## src/rtl/pipelined_cla_adder.sv

```systemverilog
// pipelined_cla_adder: adder/subtractor that resolves one GROUP-bit carry-lookahead group per pipeline stage,
// with a valid/ready handshake on both sides and a global stall driven by output backpressure.
module pipelined_cla_adder #(
    parameter int WIDTH = 16,
    parameter int GROUP = 4
) (
    input  logic             clk,
    input  logic             rst,
    input  logic             in_valid,
    output logic             in_ready,
    input  logic [WIDTH-1:0] a,
    input  logic [WIDTH-1:0] b,
    input  logic             cin,
    input  logic             sub,
    output logic             out_valid,
    input  logic             out_ready,
    output logic [WIDTH-1:0] sum,
    output logic             cout,
    output logic             ovf,
    output logic             zero
);
    localparam int L = WIDTH / GROUP;

    logic             stall;
    logic [WIDTH-1:0] b_eff;
    logic             c0;
    logic [L-1:0]     v_q, v_d, c_q, c_d;
    logic [WIDTH-1:0] a_q [L];
    logic [WIDTH-1:0] b_q [L];
    logic [WIDTH-1:0] s_q [L];
    logic [WIDTH-1:0] a_d [L];
    logic [WIDTH-1:0] b_d [L];
    logic [WIDTH-1:0] s_d [L];
    logic [GROUP+1:0] r [L];
    logic             ovf_q, zero_q, ovf_d, zero_d;

    // Returns {carry into group MSB, group carry-out, group sum}; every carry is a flat sum of products.
    function automatic logic [GROUP+1:0] cla(input logic [GROUP-1:0] x, input logic [GROUP-1:0] y,
                                             input logic ci);
        logic [GROUP-1:0] p, g;
        logic [GROUP:0]   c;
        logic             t;
        p    = x ^ y;
        g    = x & y;
        c    = '0;
        c[0] = ci;
        for (int i = 0; i < GROUP; i++) begin
            t = ci;
            for (int m = 0; m <= i; m++) t = t & p[m];
            c[i+1] = t;
            for (int j = 0; j <= i; j++) begin
                t = g[j];
                for (int m = j + 1; m <= i; m++) t = t & p[m];
                c[i+1] = c[i+1] | t;
            end
        end
        return {c[GROUP-1], c[GROUP], p ^ c[GROUP-1:0]};
    endfunction

    assign stall     = v_q[L-1] & ~out_ready;
    assign in_ready  = ~stall;
    assign out_valid = v_q[L-1];
    assign sum       = s_q[L-1];
    assign cout      = c_q[L-1];
    assign ovf       = ovf_q;
    assign zero      = zero_q;
    assign b_eff     = sub ? ~b : b;
    assign c0        = sub | cin;

    // Operands shift down by GROUP each stage so the next group always sits in the low bits.
    always_comb begin
        r[0]   = cla(a[GROUP-1:0], b_eff[GROUP-1:0], c0);
        a_d[0] = a >> GROUP;
        b_d[0] = b_eff >> GROUP;
        s_d[0] = WIDTH'(r[0][GROUP-1:0]);
        c_d[0] = r[0][GROUP];
        v_d[0] = in_valid;
        for (int k = 1; k < L; k++) begin
            r[k]   = cla(a_q[k-1][GROUP-1:0], b_q[k-1][GROUP-1:0], c_q[k-1]);
            a_d[k] = a_q[k-1] >> GROUP;
            b_d[k] = b_q[k-1] >> GROUP;
            s_d[k] = s_q[k-1] | (WIDTH'(r[k][GROUP-1:0]) << (k * GROUP));
            c_d[k] = r[k][GROUP];
            v_d[k] = v_q[k-1];
        end
        ovf_d  = r[L-1][GROUP+1] ^ r[L-1][GROUP];
        zero_d = s_d[L-1] == '0;
    end

    // The final stage only loads on a real result, so outputs hold through bubbles.
    always_ff @(posedge clk or posedge rst) begin
        if (rst) begin
            v_q    <= '0;
            c_q    <= '0;
            ovf_q  <= 1'b0;
            zero_q <= 1'b0;
            for (int k = 0; k < L; k++) begin
                a_q[k] <= '0;
                b_q[k] <= '0;
                s_q[k] <= '0;
            end
        end else if (!stall) begin
            v_q <= v_d;
            for (int k = 0; k < L; k++) begin
                if (k < L - 1 || v_d[k]) begin
                    a_q[k] <= a_d[k];
                    b_q[k] <= b_d[k];
                    s_q[k] <= s_d[k];
                    c_q[k] <= c_d[k];
                end
            end
            if (v_d[L-1]) begin
                ovf_q  <= ovf_d;
                zero_q <= zero_d;
            end
        end
    end
endmodule

```

## config.mk

```make
export PLATFORM = sky130hd
export DESIGN_NAME = pipelined_cla_adder
export DESIGN_NICKNAME = d
export VERILOG_FILES = /design/src/rtl/pipelined_cla_adder.sv
export SDC_FILE = /design/constraint.sdc
export NUM_CORES = 1
export LEC_CHECK = 0
export ABC_AREA = 1
export BUFFER_PORTS_ARGS = -buffer_cell sky130_fd_sc_hd__buf_4
export CORE_ASPECT_RATIO = 1.4
export CORE_UTILIZATION = 58
export CTS_CLUSTER_SIZE = 20
export DETAILED_ROUTE_END_ITERATION = 10
export GPL_ROUTABILITY_DRIVEN = 0
export PLACE_DENSITY = 0.92
export RECOVER_POWER = 100
export SLEW_MARGIN = 0
export SYNTH_ARGS = -nofsm -noshare
export SYNTH_HDL_FRONTEND = slang
export SYNTH_SLANG_ARGS = --single-unit
```

## constraint.sdc

```tcl
create_clock -name clk -period 4 [get_ports clk]
set_input_delay 0.8 -clock clk [delete_from_list [all_inputs] [get_ports clk]]
set_output_delay 0.8 -clock clk [all_outputs]
set_load 0.005 [all_outputs]
```

---- Word-level counts from Yosys, hierarchy flattened ----
Cells that the tools add are included.
storage, ports and cells
  register bits after elaboration ......... 110
  input bits .............................. 38
  output and inout bits ................... 21
  word-level logic and storage cells ...... 119
operators by class
  mux-type cells .......................... 1
  bitwise gates (word level) .............. 101
  reduce and logical (&&, ||, !) cells .... 2
operator list
  cell                          number
  AND 1 bit                     41
  bitwise OR 1 bit              41
  XOR 4 bit                     8
  AND 4 bit                     4
  logical NOT 16 bit            1
  two-way mux 16 bit            1
  NOT 16 bit                    1
  bitwise OR 16 x 12 -> 16 bit  1
  bitwise OR 16 bit             1
  bitwise OR 4 x 8 -> 8 bit     1
  NOT 1 bit                     2
  AND reduction 2 bit           1
  XOR 1 bit                     1

---- Depth between registers and ports, before layout ----
  depth in word-level cells ............... 11
  depth in mapped cells ................... 14
  mapped depth without buffers ............ 12

---- Worst setup path before layout ----
OpenSTA, ideal clock, no wires.
  kind .................................... input port to flip-flop
  start ................................... in sub
  end ..................................... reg c_q[0]
  library setup time ...................... 0.116 ns
  arrival time ............................ 2.244 ns
  setup slack ............................. 1.640 ns
  stages .................................. 14
  cells stage by stage .................... buf_6 buf_6 xnor2_1 inv_1 ha_1 ha_1 nand2_1 nand3b_1 nand2_1 nand2_1 nand2_1 nand2_1 nand2_1 nand2_1
between the ends
  longest elaborated chain between the ends .. 10
  elaborated cells on any way between the ends .. 18
RTL lines
  what                            RTL line  RTL
  start: declaration              14        input logic sub,
  two-way mux 16 bit              67        assign b_eff = sub ? ~b : b;
  XOR 4 bit                       43        p = x ^ y;
  AND 1 bit (4 in a row)          49        for (int m = 0; m <= i; m++) t = t & p[m];
  bitwise OR 1 bit (3 in a row)   54        c[i+1] = c[i+1] | t;
  bitwise OR 1 bit *              54
  end signal: indexed assignment  109       c_q[k] <= c_d[k];
  end: declaration                27        logic [L-1:0] v_q, v_d, c_q, c_d;
Mark *: on every way between the ends. The rest lies on a longest branch, timed or not.
A chain may end at the register's enable or synchronous reset.

---- Final worst setup path ----
  start ................................... in out_ready
  end ..................................... reg c_q[2]
between the ends
  longest elaborated chain between the ends .. 2
RTL lines
  what                RTL line  RTL
  start: declaration  16        input logic out_ready,
  NOT 1 bit           60        assign stall = v_q[L-1] & ~out_ready;
  AND 1 bit           60
No other way between the ends.

==> qor.tcl <==
set qor(gr-total-overflow) 0
set qor(irDropWorstVdd_mv) 0.3514
set qor(clkTransAtPathRegs_ns) 0.08
set qor(global_route_wire_length_before_repair_mm) 14.38
set qor(num_antenna_cells) 0
set qor(post_cts_resize_count) 0
set qor(timing_max_transition_violations_final) 99
set qor(max_freq_ghz) 0.3517
set qor(syn-cell-area_um2) 4567
set qor(run_status) {finished, violations left}
set qor(num_vias) 3331
set qor(critPathMaxFanout) 45
set qor(mean_syn_cell_area_um2) 9.116
set qor(coreArea_um2) 7500
set qor(wire_per_inst_um) 12.54
set qor(post_layout_instance_area_um2) 5152
set qor(main_combinational_cell_family_by_area_after_synthesis) {simple AND/OR/NAND/NOR gates}
set qor(row_count) 37
set qor(port_buffers) 58
set qor(ys_async_sr_fraction) 1.000
set qor(ctsHtreeMaxLevel) 3
set qor(numPlacedInstances) 637
set qor(yosysSeqAreaShare) 0.5370
set qor(finish.net_count) 613
set qor(dpl_cell_area_um2) 4960
set qor(cts-buffers-inserted) 9
set qor(synth-edff-count) 0
set qor(critPathArrivalTime_ns) 3.10
set qor(drcViolationCount) 0
set qor(die_h_um) 107.0
set qor(grt_start_max_net_pins) 99
set qor(worstSetupStartpointType) {primary input}
set qor(synth_area_in_xor_xnor) 0.03836
set qor(final_hold_viol_count) 0
set qor(postRouteWirelength_mm) 8.191
set qor(ys_dominant_reg_cell) {sky130_fd_sc_hd__dfrtp_1}
set qor(fp.dieW_um) 77.00
set qor(layout_worst_path_cycle_share) 0.7108
set qor(layout.cells.non_filler) 653
set qor(yosysTopAreaCellShare) 0.5370
set qor(insertion_delay_ns) 0.36
set qor(synthMuxAreaShare) 0
set qor(setup_slack_ns) 1.157
set qor(synth_simple_gate_area_frac) 0.1989
set qor(violations_in_the_final_reports) {capacitance limit, slew limit}
set qor(synth_area_in_compound_gates) 0.07342
set qor(synthToLayoutAreaGrowth_pct) 12.82
set qor(yosys.area.top_type) {sky130_fd_sc_hd__dfrtp_1}
set qor(post_route_antenna_net_violation_count) 0
set qor(synth_nets) 563
set qor(required_time_of_the_worst_setup_path_ns) 4.26
set qor(detailedRoute.firstIterationViolations) 211
set qor(p_leak_nw) 2.668
set qor(die_footprint_um2) 8238
set qor(ys_types) 25
set qor(tightest_slew_ns) 1.909
set qor(synth_fa_ha_area_frac) 0.07233
set qor(ctsLongestPathBuffers) 2
set qor(clock_tree_from_tritoncts) {yes}
set qor(min_path_type) {register to register}
set qor(netlist_instances) 501
set qor(setup_slack_of_the_most_critical_reg_to_reg_path_ns) 1.34
set qor(cts_setup_buffers) 0
set qor(yosys_warnings) 0
set qor(ios) 59
set qor(synth_area_leaders) {sky130_fd_sc_hd__dfrtp_1 54%, sky130_fd_sc_hd__nand2_1 15%, sky130_fd_sc_hd__ha_1 5.5%}
set qor(cts_hold_buffers) 0
set qor(dp_worst_setup_slack_ns) 1.507
set qor(drt-vias-per-instance) 5.101
set qor(first_global_vias) 3281
set qor(power.density_cell_area_nw_per_um2) 729.6
set qor(fin_worst_skew_ns) 0.007567
set qor(global_route.usage.total) 0.2260
set qor(drive_gt1_frac) 0.1421
set qor(drv_cap) 1
set qor(root_buffer) {sky130_fd_sc_hd__clkbuf_8}
set qor(slew_headroom) -0.2745
set qor(ys_seq_elements) 98
set qor(crit_path_kind) {primary input to register}
set qor(setup_repair_after_global_routing_missed_its_margin) {false}
set qor(timing.final.setup_violations) 0
set qor(setup_total_negative_slack_ns) 0
set qor(layout_min_cycle_time_ns) 2.843
set qor(dr.pass1.iters) 4
set qor(start_util) 0.6089
set qor(cts_sinks) 98
set qor(number_of_antenna_violations_at_the_first_check_in_global_routing) 0
set qor(dp.final_hpwl_mm) 5.604
set qor(worstSetupEndpointType) {register}
[critical path: stages]
cell	delay, ns
sky130_fd_sc_hd__clkbuf_4	0.11
sky130_fd_sc_hd__inv_1	0.04
sky130_fd_sc_hd__nand2_1	0.24
sky130_fd_sc_hd__inv_1	0.95
sky130_fd_sc_hd__clkbuf_1	0.64
sky130_fd_sc_hd__nor2_1	0.09
sky130_fd_sc_hd__a22oi_1	0.22
[layout by cell type, fill, tap and decap left out]
| master | Yosys | routed |
|---|---|---|
| sky130_fd_sc_hd__a22oi_1 | 1 | 1 |
| sky130_fd_sc_hd__bufinv_16 | 0 | 2 |
| sky130_fd_sc_hd__clkinv_2 | 0 | 2 |
| sky130_fd_sc_hd__nand2_1 | 184 | 186 |
| sky130_fd_sc_hd__a31oi_1 | 2 | 2 |
| sky130_fd_sc_hd__fa_1 | 4 | 4 |
| sky130_fd_sc_hd__nand2_2 | 2 | 1 |
| sky130_fd_sc_hd__clkinvlp_4 | 0 | 1 |
| sky130_fd_sc_hd__nand3b_1 | 5 | 5 |
| sky130_fd_sc_hd__nand3_2 | 1 | 1 |
| sky130_fd_sc_hd__o21ai_1 | 24 | 1 |
| sky130_fd_sc_hd__o21ai_0 | 39 | 62 |
| sky130_fd_sc_hd__nor2_2 | 2 | 1 |
| sky130_fd_sc_hd__nand4_1 | 2 | 2 |
| sky130_fd_sc_hd__buf_4 | 4 | 35 |
| sky130_fd_sc_hd__ha_1 | 20 | 20 |
| sky130_fd_sc_hd__clkbuf_4 | 0 | 23 |
| sky130_fd_sc_hd__inv_1 | 44 | 45 |
| sky130_fd_sc_hd__clkbuf_8 | 0 | 10 |
| sky130_fd_sc_hd__nor2_1 | 16 | 17 |
| sky130_fd_sc_hd__nand3b_2 | 1 | 1 |
| sky130_fd_sc_hd__dfrtp_1 | 98 | 98 |
| sky130_fd_sc_hd__xor2_1 | 6 | 6 |
| sky130_fd_sc_hd__xnor2_1 | 14 | 14 |
| sky130_fd_sc_hd__nand3_1 | 10 | 10 |
| sky130_fd_sc_hd__inv_2 | 3 | 2 |
| sky130_fd_sc_hd__clkbuf_1 | 0 | 4 |
[cell families (layout without fill, tap and decap cells)]
group | Yosys count | count (layout)
compound gates | 66 | 66
xor+xnor | 20 | 20
fa+ha+maj | 24 | 24
buf+inv | 69 | 124
flops | 98 | 98
simple gates | 224 | 224
[worst paths after layout]
path,start,endpoint,cells past startpoint
worst max-delay path,out_ready,c_q[2],7
worst min-delay path,v_q[0],v_q[0],2
worst max register to register,v_q[3],sum[13],6
worst min register to register,v_q[0],v_q[0],2
max in group asynchronous,rst,s_q[51],2
min in group asynchronous,rst,c_q[3],2
[registers in the layout (all words and copies together) (netlist names), 4 cells and up]
| name | flops |
|---|---|
| b_d | 12 |
| sum | 16 |
| b_q | 12 |
| c_q | 4 |
| a_q | 12 |
| s_q | 24 |
| v_q | 4 |
| a_d | 12 |
[per-stage QoR]
step           utilization  hold WS (ns)  power [W]
2_1_floorplan            -        0.4422   0.002718
3_3_place_gp        0.6613        0.4534   0.002992
3_5_place_dp        0.6613        0.4587   0.003107
4_1_cts             0.6905        0.4798   0.003827
5_1_grt             0.6870        0.4956   0.004098
6_report            0.6870        0.4770   0.003759
[report_power, final]
| part | leakage [nW] | switching [W] | internal [W] | total, W |
|---|---|---|---|---|
| sequential | 1.19 | 0.000243 | 0.00142 | 0.00166 |
| combinational | 1.37 | 0.000839 | 0.000569 | 0.00141 |
| clock | 0.109 | 0.000323 | 0.000367 | 0.000690 |
| total | 2.67 | 0.00140 | 0.00235 | 0.00376 |
[cells in the mapped netlist (2+ instances only)]
cell	instances
sky130_fd_sc_hd__a31oi_1	2
sky130_fd_sc_hd__buf_2	6
sky130_fd_sc_hd__buf_4	4
sky130_fd_sc_hd__buf_6	11
sky130_fd_sc_hd__dfrtp_1	98
sky130_fd_sc_hd__fa_1	4
sky130_fd_sc_hd__ha_1	20
sky130_fd_sc_hd__inv_1	44
sky130_fd_sc_hd__inv_2	3
sky130_fd_sc_hd__nand2_1	184
sky130_fd_sc_hd__nand2_2	2
sky130_fd_sc_hd__nand3_1	10
sky130_fd_sc_hd__nand3b_1	5
sky130_fd_sc_hd__nand4_1	2
sky130_fd_sc_hd__nor2_1	16
sky130_fd_sc_hd__nor2_2	2
sky130_fd_sc_hd__o21ai_0	39
sky130_fd_sc_hd__o21ai_1	24
sky130_fd_sc_hd__xnor2_1	14
sky130_fd_sc_hd__xor2_1	6
[area by class of cell]
| type | count | area (µm²) |
|---|---|---|
| clock inverter | 5 | 77.57 |
| inverter | 47 | 176.4 |
| sequential | 98 | 2452 |
| fill | 590 | 2347 |
| multi-input combinational | 334 | 1737 |
| clock buffer | 11 | 141.4 |
| timing repair buffer | 61 | 446.7 |
| tap | 97 | 121.4 |
[layer usage]
layer / vias up / track usage / share of wire
met5: - / 0 / 0
met3: 21 / 0.04000 / 0.035
li1: 1656 / - / -
met2: 89 / 0.3941 / 0.53
met4: 0 / 0.1199 / 0.030
met1: 1565 / 0.2655 / 0.41
Power figures use the tool's default switching activity.
